$ cat src/rtl/mem_arb_if.sv
// Request/response port bundle shared by the fetch, LSU and unified memory sides of mem_arb.
// master drives address/masks/store data; slave returns read data and the response pulse.
`default_nettype none

interface mem_arb_if #(
  parameter int unsigned ADDR_W = 32,
  parameter int unsigned DATA_W = 32
);
  localparam int unsigned MASK_W = DATA_W / 8;

  logic [ADDR_W-1:0] addr;
  logic [MASK_W-1:0] rmask;
  logic [MASK_W-1:0] wmask;
  logic [DATA_W-1:0] wdata;
  logic [DATA_W-1:0] rdata;
  logic              resp;

  modport master (
    output addr,
    output rmask,
    output wmask,
    output wdata,
    input  rdata,
    input  resp
  );

  modport slave (
    input  addr,
    input  rmask,
    input  wmask,
    input  wdata,
    output rdata,
    output resp
  );
endinterface

`default_nettype wire

$ cat src/rtl/mem_arb.sv
// Merges the core's fetch (imem) and LSU (dmem) ports onto one memory port, one request in flight.
// Default: fixed D priority with MAX_D_STREAK anti-starvation; define ARB_RR_EN for round robin.
`default_nettype none

module mem_arb #(
  parameter int unsigned ADDR_W       = 32,
  parameter int unsigned DATA_W       = 32,
  parameter int unsigned MAX_D_STREAK = 4
) (
  input  logic      clk,
  input  logic      rst,
  mem_arb_if.slave  imem,
  mem_arb_if.slave  dmem,
  mem_arb_if.master mem
);

  localparam int unsigned MASK_W   = DATA_W / 8;
  localparam int unsigned STREAK_W = $clog2(MAX_D_STREAK + 1);

  typedef struct packed {
    logic [ADDR_W-1:0] addr;
    logic [MASK_W-1:0] rmask;
    logic [MASK_W-1:0] wmask;
    logic [DATA_W-1:0] wdata;
  } req_t;

  typedef enum logic [1:0] {
    IDLE   = 2'd0,
    WAIT_I = 2'd1,
    WAIT_D = 2'd2
  } state_t;

  state_t state_q, state_d;
  logic   pend_i_q, pend_i_d;
  logic   pend_d_q, pend_d_d;
  req_t   req_i_q, req_i_d;
  req_t   req_d_q, req_d_d;
  req_t   issue_q, issue_d;

`ifdef ARB_RR_EN
  logic last_i_q, last_i_d;
`else
  logic [STREAK_W-1:0] streak_q, streak_d;
  logic                streak_full;
`endif

  logic in_i, in_d;
  logic cand_i, cand_d;
  logic grant_en;
  logic win_i, win_d;
  req_t inc_i, inc_d;
  req_t sel_i, sel_d;

  // A pulse this cycle competes directly; otherwise the latched copy does.
  always_comb begin
    inc_i.addr  = imem.addr;
    inc_i.rmask = imem.rmask;
    inc_i.wmask = imem.wmask;
    inc_i.wdata = imem.wdata;
    inc_d.addr  = dmem.addr;
    inc_d.rmask = dmem.rmask;
    inc_d.wmask = dmem.wmask;
    inc_d.wdata = dmem.wdata;

    in_i   = (|imem.rmask) | (|imem.wmask);
    in_d   = (|dmem.rmask) | (|dmem.wmask);
    cand_i = pend_i_q | in_i;
    cand_d = pend_d_q | in_d;
    sel_i  = in_i ? inc_i : req_i_q;
    sel_d  = in_d ? inc_d : req_d_q;

    // Arbitrate when idle, or back-to-back on the response of the request in flight.
    grant_en = (state_q == IDLE) | mem.resp;
  end

`ifdef ARB_RR_EN
  // On a collision the side that did not win last time goes first.
  always_comb begin
    win_i = cand_i & (~cand_d | ~last_i_q);
    win_d = cand_d & ~win_i;
  end
`else
  // D first, unless it has already taken MAX_D_STREAK grants past a waiting I.
  always_comb begin
    streak_full = (streak_q == STREAK_W'(MAX_D_STREAK));
    win_d       = cand_d & (~cand_i | ~streak_full);
    win_i       = cand_i & ~win_d;
  end
`endif

  // Next-state, capture and issue logic.
  always_comb begin
    state_d  = state_q;
    pend_i_d = pend_i_q;
    pend_d_d = pend_d_q;
    req_i_d  = req_i_q;
    req_d_d  = req_d_q;
    issue_d  = '0;
`ifdef ARB_RR_EN
    last_i_d = last_i_q;
`else
    streak_d = streak_q;
`endif

    if (grant_en) begin
      if (win_i) begin
        state_d = WAIT_I;
        issue_d = sel_i;
      end else if (win_d) begin
        state_d = WAIT_D;
        issue_d = sel_d;
      end else begin
        state_d = IDLE;
      end
    end

    if (grant_en && win_i) begin
      pend_i_d = 1'b0;
    end else if (in_i) begin
      pend_i_d = 1'b1;
      req_i_d  = inc_i;
    end

    if (grant_en && win_d) begin
      pend_d_d = 1'b0;
    end else if (in_d) begin
      pend_d_d = 1'b1;
      req_d_d  = inc_d;
    end

`ifdef ARB_RR_EN
    if (grant_en && (win_i || win_d)) begin
      last_i_d = win_i;
    end
`else
    if (grant_en && win_i) begin
      streak_d = '0;
    end else if (grant_en && win_d && cand_i && !streak_full) begin
      streak_d = streak_q + STREAK_W'(1);
    end
`endif
  end

  always_ff @(posedge clk or negedge rst) begin
    if (!rst) begin
      state_q  <= IDLE;
      pend_i_q <= 1'b0;
      pend_d_q <= 1'b0;
      req_i_q  <= '0;
      req_d_q  <= '0;
      issue_q  <= '0;
`ifdef ARB_RR_EN
      last_i_q <= 1'b1;
`else
      streak_q <= '0;
`endif
    end else begin
      state_q  <= state_d;
      pend_i_q <= pend_i_d;
      pend_d_q <= pend_d_d;
      req_i_q  <= req_i_d;
      req_d_q  <= req_d_d;
      issue_q  <= issue_d;
`ifdef ARB_RR_EN
      last_i_q <= last_i_d;
`else
      streak_q <= streak_d;
`endif
    end
  end

  assign mem.addr  = issue_q.addr;
  assign mem.rmask = issue_q.rmask;
  assign mem.wmask = issue_q.wmask;
  assign mem.wdata = issue_q.wdata;

  // Responses steer combinationally; a response with nothing in flight is dropped.
  assign imem.resp  = mem.resp & (state_q == WAIT_I);
  assign dmem.resp  = mem.resp & (state_q == WAIT_D);
  assign imem.rdata = mem.rdata;
  assign dmem.rdata = mem.rdata;

  // A side may only re-request once its previous request has been answered.
  a_imem_one_outstanding : assert property (@(posedge clk) disable iff (!rst)
    in_i |-> !(pend_i_q || ((state_q == WAIT_I) && !mem.resp)));

  a_dmem_one_outstanding : assert property (@(posedge clk) disable iff (!rst)
    in_d |-> !(pend_d_q || ((state_q == WAIT_D) && !mem.resp)));

  a_dmem_rw_exclusive : assert property (@(posedge clk) disable iff (!rst)
    !((|dmem.rmask) && (|dmem.wmask)));

endmodule

`default_nettype wire
$ cat src/flat_wrapper.sv
// flat-port wrapper written by rule: the top's interface ports become plain ports
module mem_arb_flat 
#(
  parameter int unsigned ADDR_W       = 32,
  parameter int unsigned DATA_W       = 32,
  parameter int unsigned MAX_D_STREAK = 4
)
  (clk, rst, imem_addr, imem_rmask, imem_wmask, imem_wdata, imem_rdata, imem_resp, dmem_addr, dmem_rmask, dmem_wmask, dmem_wdata, dmem_rdata, dmem_resp, mem_addr, mem_rmask, mem_wmask, mem_wdata, mem_rdata, mem_resp);
  mem_arb_if #(.ADDR_W(ADDR_W), .DATA_W(DATA_W)) imem_i ();
  mem_arb_if #(.ADDR_W(ADDR_W), .DATA_W(DATA_W)) dmem_i ();
  mem_arb_if #(.ADDR_W(ADDR_W), .DATA_W(DATA_W)) mem_i ();
  input  logic clk;
  input  logic rst;
  input wire logic [$bits(imem_i.addr)-1:0] imem_addr;
  input wire logic [$bits(imem_i.rmask)-1:0] imem_rmask;
  input wire logic [$bits(imem_i.wmask)-1:0] imem_wmask;
  input wire logic [$bits(imem_i.wdata)-1:0] imem_wdata;
  output wire logic [$bits(imem_i.rdata)-1:0] imem_rdata;
  output wire logic [$bits(imem_i.resp)-1:0] imem_resp;
  input wire logic [$bits(dmem_i.addr)-1:0] dmem_addr;
  input wire logic [$bits(dmem_i.rmask)-1:0] dmem_rmask;
  input wire logic [$bits(dmem_i.wmask)-1:0] dmem_wmask;
  input wire logic [$bits(dmem_i.wdata)-1:0] dmem_wdata;
  output wire logic [$bits(dmem_i.rdata)-1:0] dmem_rdata;
  output wire logic [$bits(dmem_i.resp)-1:0] dmem_resp;
  output wire logic [$bits(mem_i.addr)-1:0] mem_addr;
  output wire logic [$bits(mem_i.rmask)-1:0] mem_rmask;
  output wire logic [$bits(mem_i.wmask)-1:0] mem_wmask;
  output wire logic [$bits(mem_i.wdata)-1:0] mem_wdata;
  input wire logic [$bits(mem_i.rdata)-1:0] mem_rdata;
  input wire logic [$bits(mem_i.resp)-1:0] mem_resp;
  assign imem_i.addr = imem_addr;
  assign imem_i.rmask = imem_rmask;
  assign imem_i.wmask = imem_wmask;
  assign imem_i.wdata = imem_wdata;
  assign imem_rdata = imem_i.rdata;
  assign imem_resp = imem_i.resp;
  assign dmem_i.addr = dmem_addr;
  assign dmem_i.rmask = dmem_rmask;
  assign dmem_i.wmask = dmem_wmask;
  assign dmem_i.wdata = dmem_wdata;
  assign dmem_rdata = dmem_i.rdata;
  assign dmem_resp = dmem_i.resp;
  assign mem_addr = mem_i.addr;
  assign mem_rmask = mem_i.rmask;
  assign mem_wmask = mem_i.wmask;
  assign mem_wdata = mem_i.wdata;
  assign mem_i.rdata = mem_rdata;
  assign mem_i.resp = mem_resp;
  mem_arb #(.ADDR_W(ADDR_W), .DATA_W(DATA_W), .MAX_D_STREAK(MAX_D_STREAK)) u_core (.clk(clk), .rst(rst), .imem(imem_i), .dmem(dmem_i), .mem(mem_i));
endmodule
$ cat config.mk
export PLATFORM = sky130hd
export DESIGN_NAME = mem_arb_flat
export DESIGN_NICKNAME = d
export VERILOG_FILES = /design/src/rtl/mem_arb_if.sv /design/src/rtl/mem_arb.sv /design/src/flat_wrapper.sv
export SDC_FILE = /design/constraint.sdc
export NUM_CORES = 1
export LEC_CHECK = 0
export ABC_CLOCK_PERIOD_IN_PS = 2630
export CORE_AREA = 10 10 282 176
export DETAILED_ROUTE_END_ITERATION = 12
export DIE_AREA = 0 0 292 186
export SLEW_MARGIN = 20
export SYNTH_ARGS = -nofsm -noshare
export SYNTH_HDL_FRONTEND = slang
export SYNTH_SLANG_ARGS = --single-unit
$ cat constraint.sdc
create_clock -name clk -period 2.63 [get_ports clk]
set_clock_uncertainty 0.05 [all_clocks]
set_input_delay 0.3945 -clock clk [delete_from_list [all_inputs] [get_ports clk]]
set_output_delay 0.3945 -clock clk [all_outputs]
set_load 0.05 [all_outputs]
==> summary.md, run 1 <==
| Metric | Value |
|---|---|
| Mapped Area | 11,000 µm² |
| Area leader, netlist | dfrtp_1 |
| Fin. Hold Viols | 0 |
| CTS tree | yes |
| Via density per instance | 4.95 |
| VDD IR max | 0.376 mV |
| Yosys reg bits | 223 |
| Final period demand of the worst path | 2.26 ns |
| Synthesis Warnings | 0 |
| CTS max path bufs | 3 |
| Clock Sinks | 223 |
| Min Hold Slack | 0.334 ns |
| ANT nets after route | 0 |
| Buffers on Ports | 220 |
| CP endpoint kind | primary output |
| Post-CTS Hold Buffers | 1 |
| Setup bufs post-CTS | 0 |
| Clock Pin Slew Worst Setup and Hold Paths | 0.06 ns |
| Final Setup Violations | 0 |
| Total power | 12.5 mW |
| Slowest CP cell | clkdlybuf4s50_1 |
| CP Cell Sequence | clkdlybuf4s50_1 |
| Status | finished, final reports clean |
| Worst skew pair latency | 0.54 ns |
| Die height | 186 µm |
| Inserted Clock Buffers | 25 |
| WL/cell | 21.3 µm |
| Drt first pass iters | 5 |
| Max-Cap Viols | 0 |
| Pwr Density | 853 nW/µm² |
| Synth top area share | 50.7% |
| Mean Syn Cell Area | 11.7 µm² |
| Final Cycle Share | 85.9% |
| Commonest non-fill, non-tap cell in the layout | dfrtp_1 |
| Starting density of the core | 24.8% |
| Core area | 44,400 µm² |
| Pre-CTS setup slack | -0.125 ns |
| Leading cell types in the layout, fill and taps excluded | dfrtp_1, clkdlybuf4s50_1, nand2_1 |
| GRT Total Usage | 13.0% |
| Grt ovf | 0 |
| Worst EP required | 2.19 ns |
| DRC Markers | 0 |
| Post-synth ARST share | 100% |
| Post-CTS sizing | 0 |
| Synth area leaders | dfrtp_1, mux2_2, mux2_1, mux2i_1, buf_4 |
| Syn nets | 1,122 |
| Top-level I/O count | 317 |
| Crit path launch type | flip-flop |
| DP HPWL | 24,700 µm |
| Worst Path Max Fanout | 1 |
| Worst-Margin Slew | 0.752 ns |
| Initial antenna violation count | 8 |
| Fmax | 0.442 GHz |
| RD Place Congestion | 0.758 |
| Routed WL | 36,300 µm |
| Fin util | 33.0% |
| Max-slew violations | 0 |
| Gate Count Post-Synth | 941 |
| Critical path class | flip-flop to primary output |
| Leakage | 6.28 nW |
| Reg-to-reg critical path startpoint | u_core.pend_i_q$_DFFE_PN0P_ |
| Post-synth EDFFs | 0 |
| Unrepaired setup endpoints after global routing | no |
| Worst path arrival time | 1.82 ns |
| Die Area | 54,300 µm² |
| Root Driver | clkbuf_16 |
| Critical Path Max Stage Delay | 0.93 ns |
| Min-Delay Path Class | input port to asynchronous set/reset pin |
| Post-synthesis cell type count | 43 |
| Area growth syn-to-layout | 33.2% |
| Share of the yosys chip area belonging to registers | 50.7% |
| First-pass GRT wire length | 55,600 µm |
| Buf/Inv on CP | 1 |
| Vias | 8,448 |
| NumNets Final | 1,278 |
| Setup crit start | u_core.mem.wdata[0]$_DFF_PN0_ |
| Pin count of the biggest net entering global routing | 73 |
| Drt first-iter violations | 596 |
| Final setup margin | 0.370 ns |
| H-tree level count | 1 |
| Die width | 292 µm |
| Layout cells sized above 1 | 17.2% |
| Family with the most delay on the worst path | buffers and inverters |
| Top FF cell, synth | dfrtp_1 |
| Vias in the first global route | 8,883 |
| Relative slew slack | 49.9% |
| FP Rows | 60 |
## worst paths after layout
check,endpoint,slack [ns],cells past startpoint
max,mem_wdata[0],0.37,1
min,u_core.req_d_q[68]$_DFFE_PN0P_,0.33,2
max reg2reg,u_core.mem.wmask[3]$_DFF_PN0_,0.52,6
min reg2reg,u_core.req_i_q[21]$_DFFE_PN0N_,0.44,1
max in group asynchronous,u_core.req_i_q[21]$_DFFE_PN0N_,1.42,3
min in group clk,u_core.req_i_q[21]$_DFFE_PN0N_,0.44,1
## sequential cells by signal, summed over array words and instances (netlist names)
register / cells
u_core.mem.addr: 32
u_core.mem.rmask: 4
u_core.mem.wdata: 32
u_core.mem.wmask: 4
u_core.pend_d_q: 1
u_core.pend_i_q: 1
u_core.req_d_q: 72
u_core.req_i_q: 72
u_core.state_q: 2
u_core.streak_q: 3
## cell usage after synthesis, drive strengths merged (2+ instances only)
cell / number
a31oi: 8
o22ai: 2
clkbuf: 55
nand3: 3
o2111ai: 2
a211oi: 64
mux2: 128
nor2: 8
ha: 2
and4b: 2
nand2: 73
inv: 11
buf: 94
a21oi: 10
a22o: 8
o31ai: 19
o21ai: 11
mux2i: 65
nor3: 65
or4: 10
dfrtp: 223
nor4: 4
a221oi: 64
## cell families after synthesis
family	synth area share (%)
flip-flops	50.7
AO/OA/AOI/OAI	14.2
multiplexers	19.0
AND/OR/NAND/NOR	7.61
buffers and inverters	8.17
adder cells (fa/ha/maj)	0.228
## stage by stage
step / TNS [ns] / std cells / area, µm²
3_5_place_dp: -1.81 / 1658 / 13800
4_1_cts: 0 / 1703 / 14600
6_report: 0 / 1705 / 14600
2_1_floorplan: 0 / 941 / 11000
3_3_place_gp: -1.77 / 1658 / 13800
5_1_grt: 0 / 1704 / 14600
## final cells by class
class / instances / area (µm²)
fillers: 4350 / 29700
well taps: 589 / 737
inverters: 11 / 41.3
clock inverters: 8 / 149
flip-flops and latches: 223 / 5580
clock buffers: 36 / 717
repair buffers: 278 / 2830
diodes: 2 / 5.00
multi-input cells: 558 / 4580
## per-layer routing
layer  routed length (µm)  global-route usage, %
met1                16700                   17.6
met2                16000                   19.7
met3                 2870                   4.53
met4                  622                   2.55
met5                   62                      0
## power by group
part           internal (mW)  total (mW)  switching [mW]
registers               4.26        4.67           0.413
logic                   1.65        4.05            2.40
clock network           2.28        3.78            1.50
total                   8.18        12.5            4.31
(Power assumes the default switching activity.)
==> run 2, diff against run 1 <==
--- a/config.mk
+++ b/config.mk
@@ -9,6 +9,7 @@
 export CORE_AREA = 10 10 282 176
 export DETAILED_ROUTE_END_ITERATION = 12
 export DIE_AREA = 0 0 292 186
+export SKIP_LAST_GASP = 1
 export SLEW_MARGIN = 20
 export SYNTH_ARGS = -nofsm -noshare
 export SYNTH_HDL_FRONTEND = slang
==> results of run 2 <==
No change in the layout: final DEF, timing and power equal those of run 1.
==> run 3, diff against run 2 <==
--- a/config.mk
+++ b/config.mk
@@ -10,7 +10,7 @@
 export DETAILED_ROUTE_END_ITERATION = 12
 export DIE_AREA = 0 0 292 186
 export SKIP_LAST_GASP = 1
-export SLEW_MARGIN = 20
+export SLEW_MARGIN = 10
 export SYNTH_ARGS = -nofsm -noshare
 export SYNTH_HDL_FRONTEND = slang
 export SYNTH_SLANG_ARGS = --single-unit
==> results of run 3 <==
No change in the layout: final DEF, timing and power equal those of run 1.
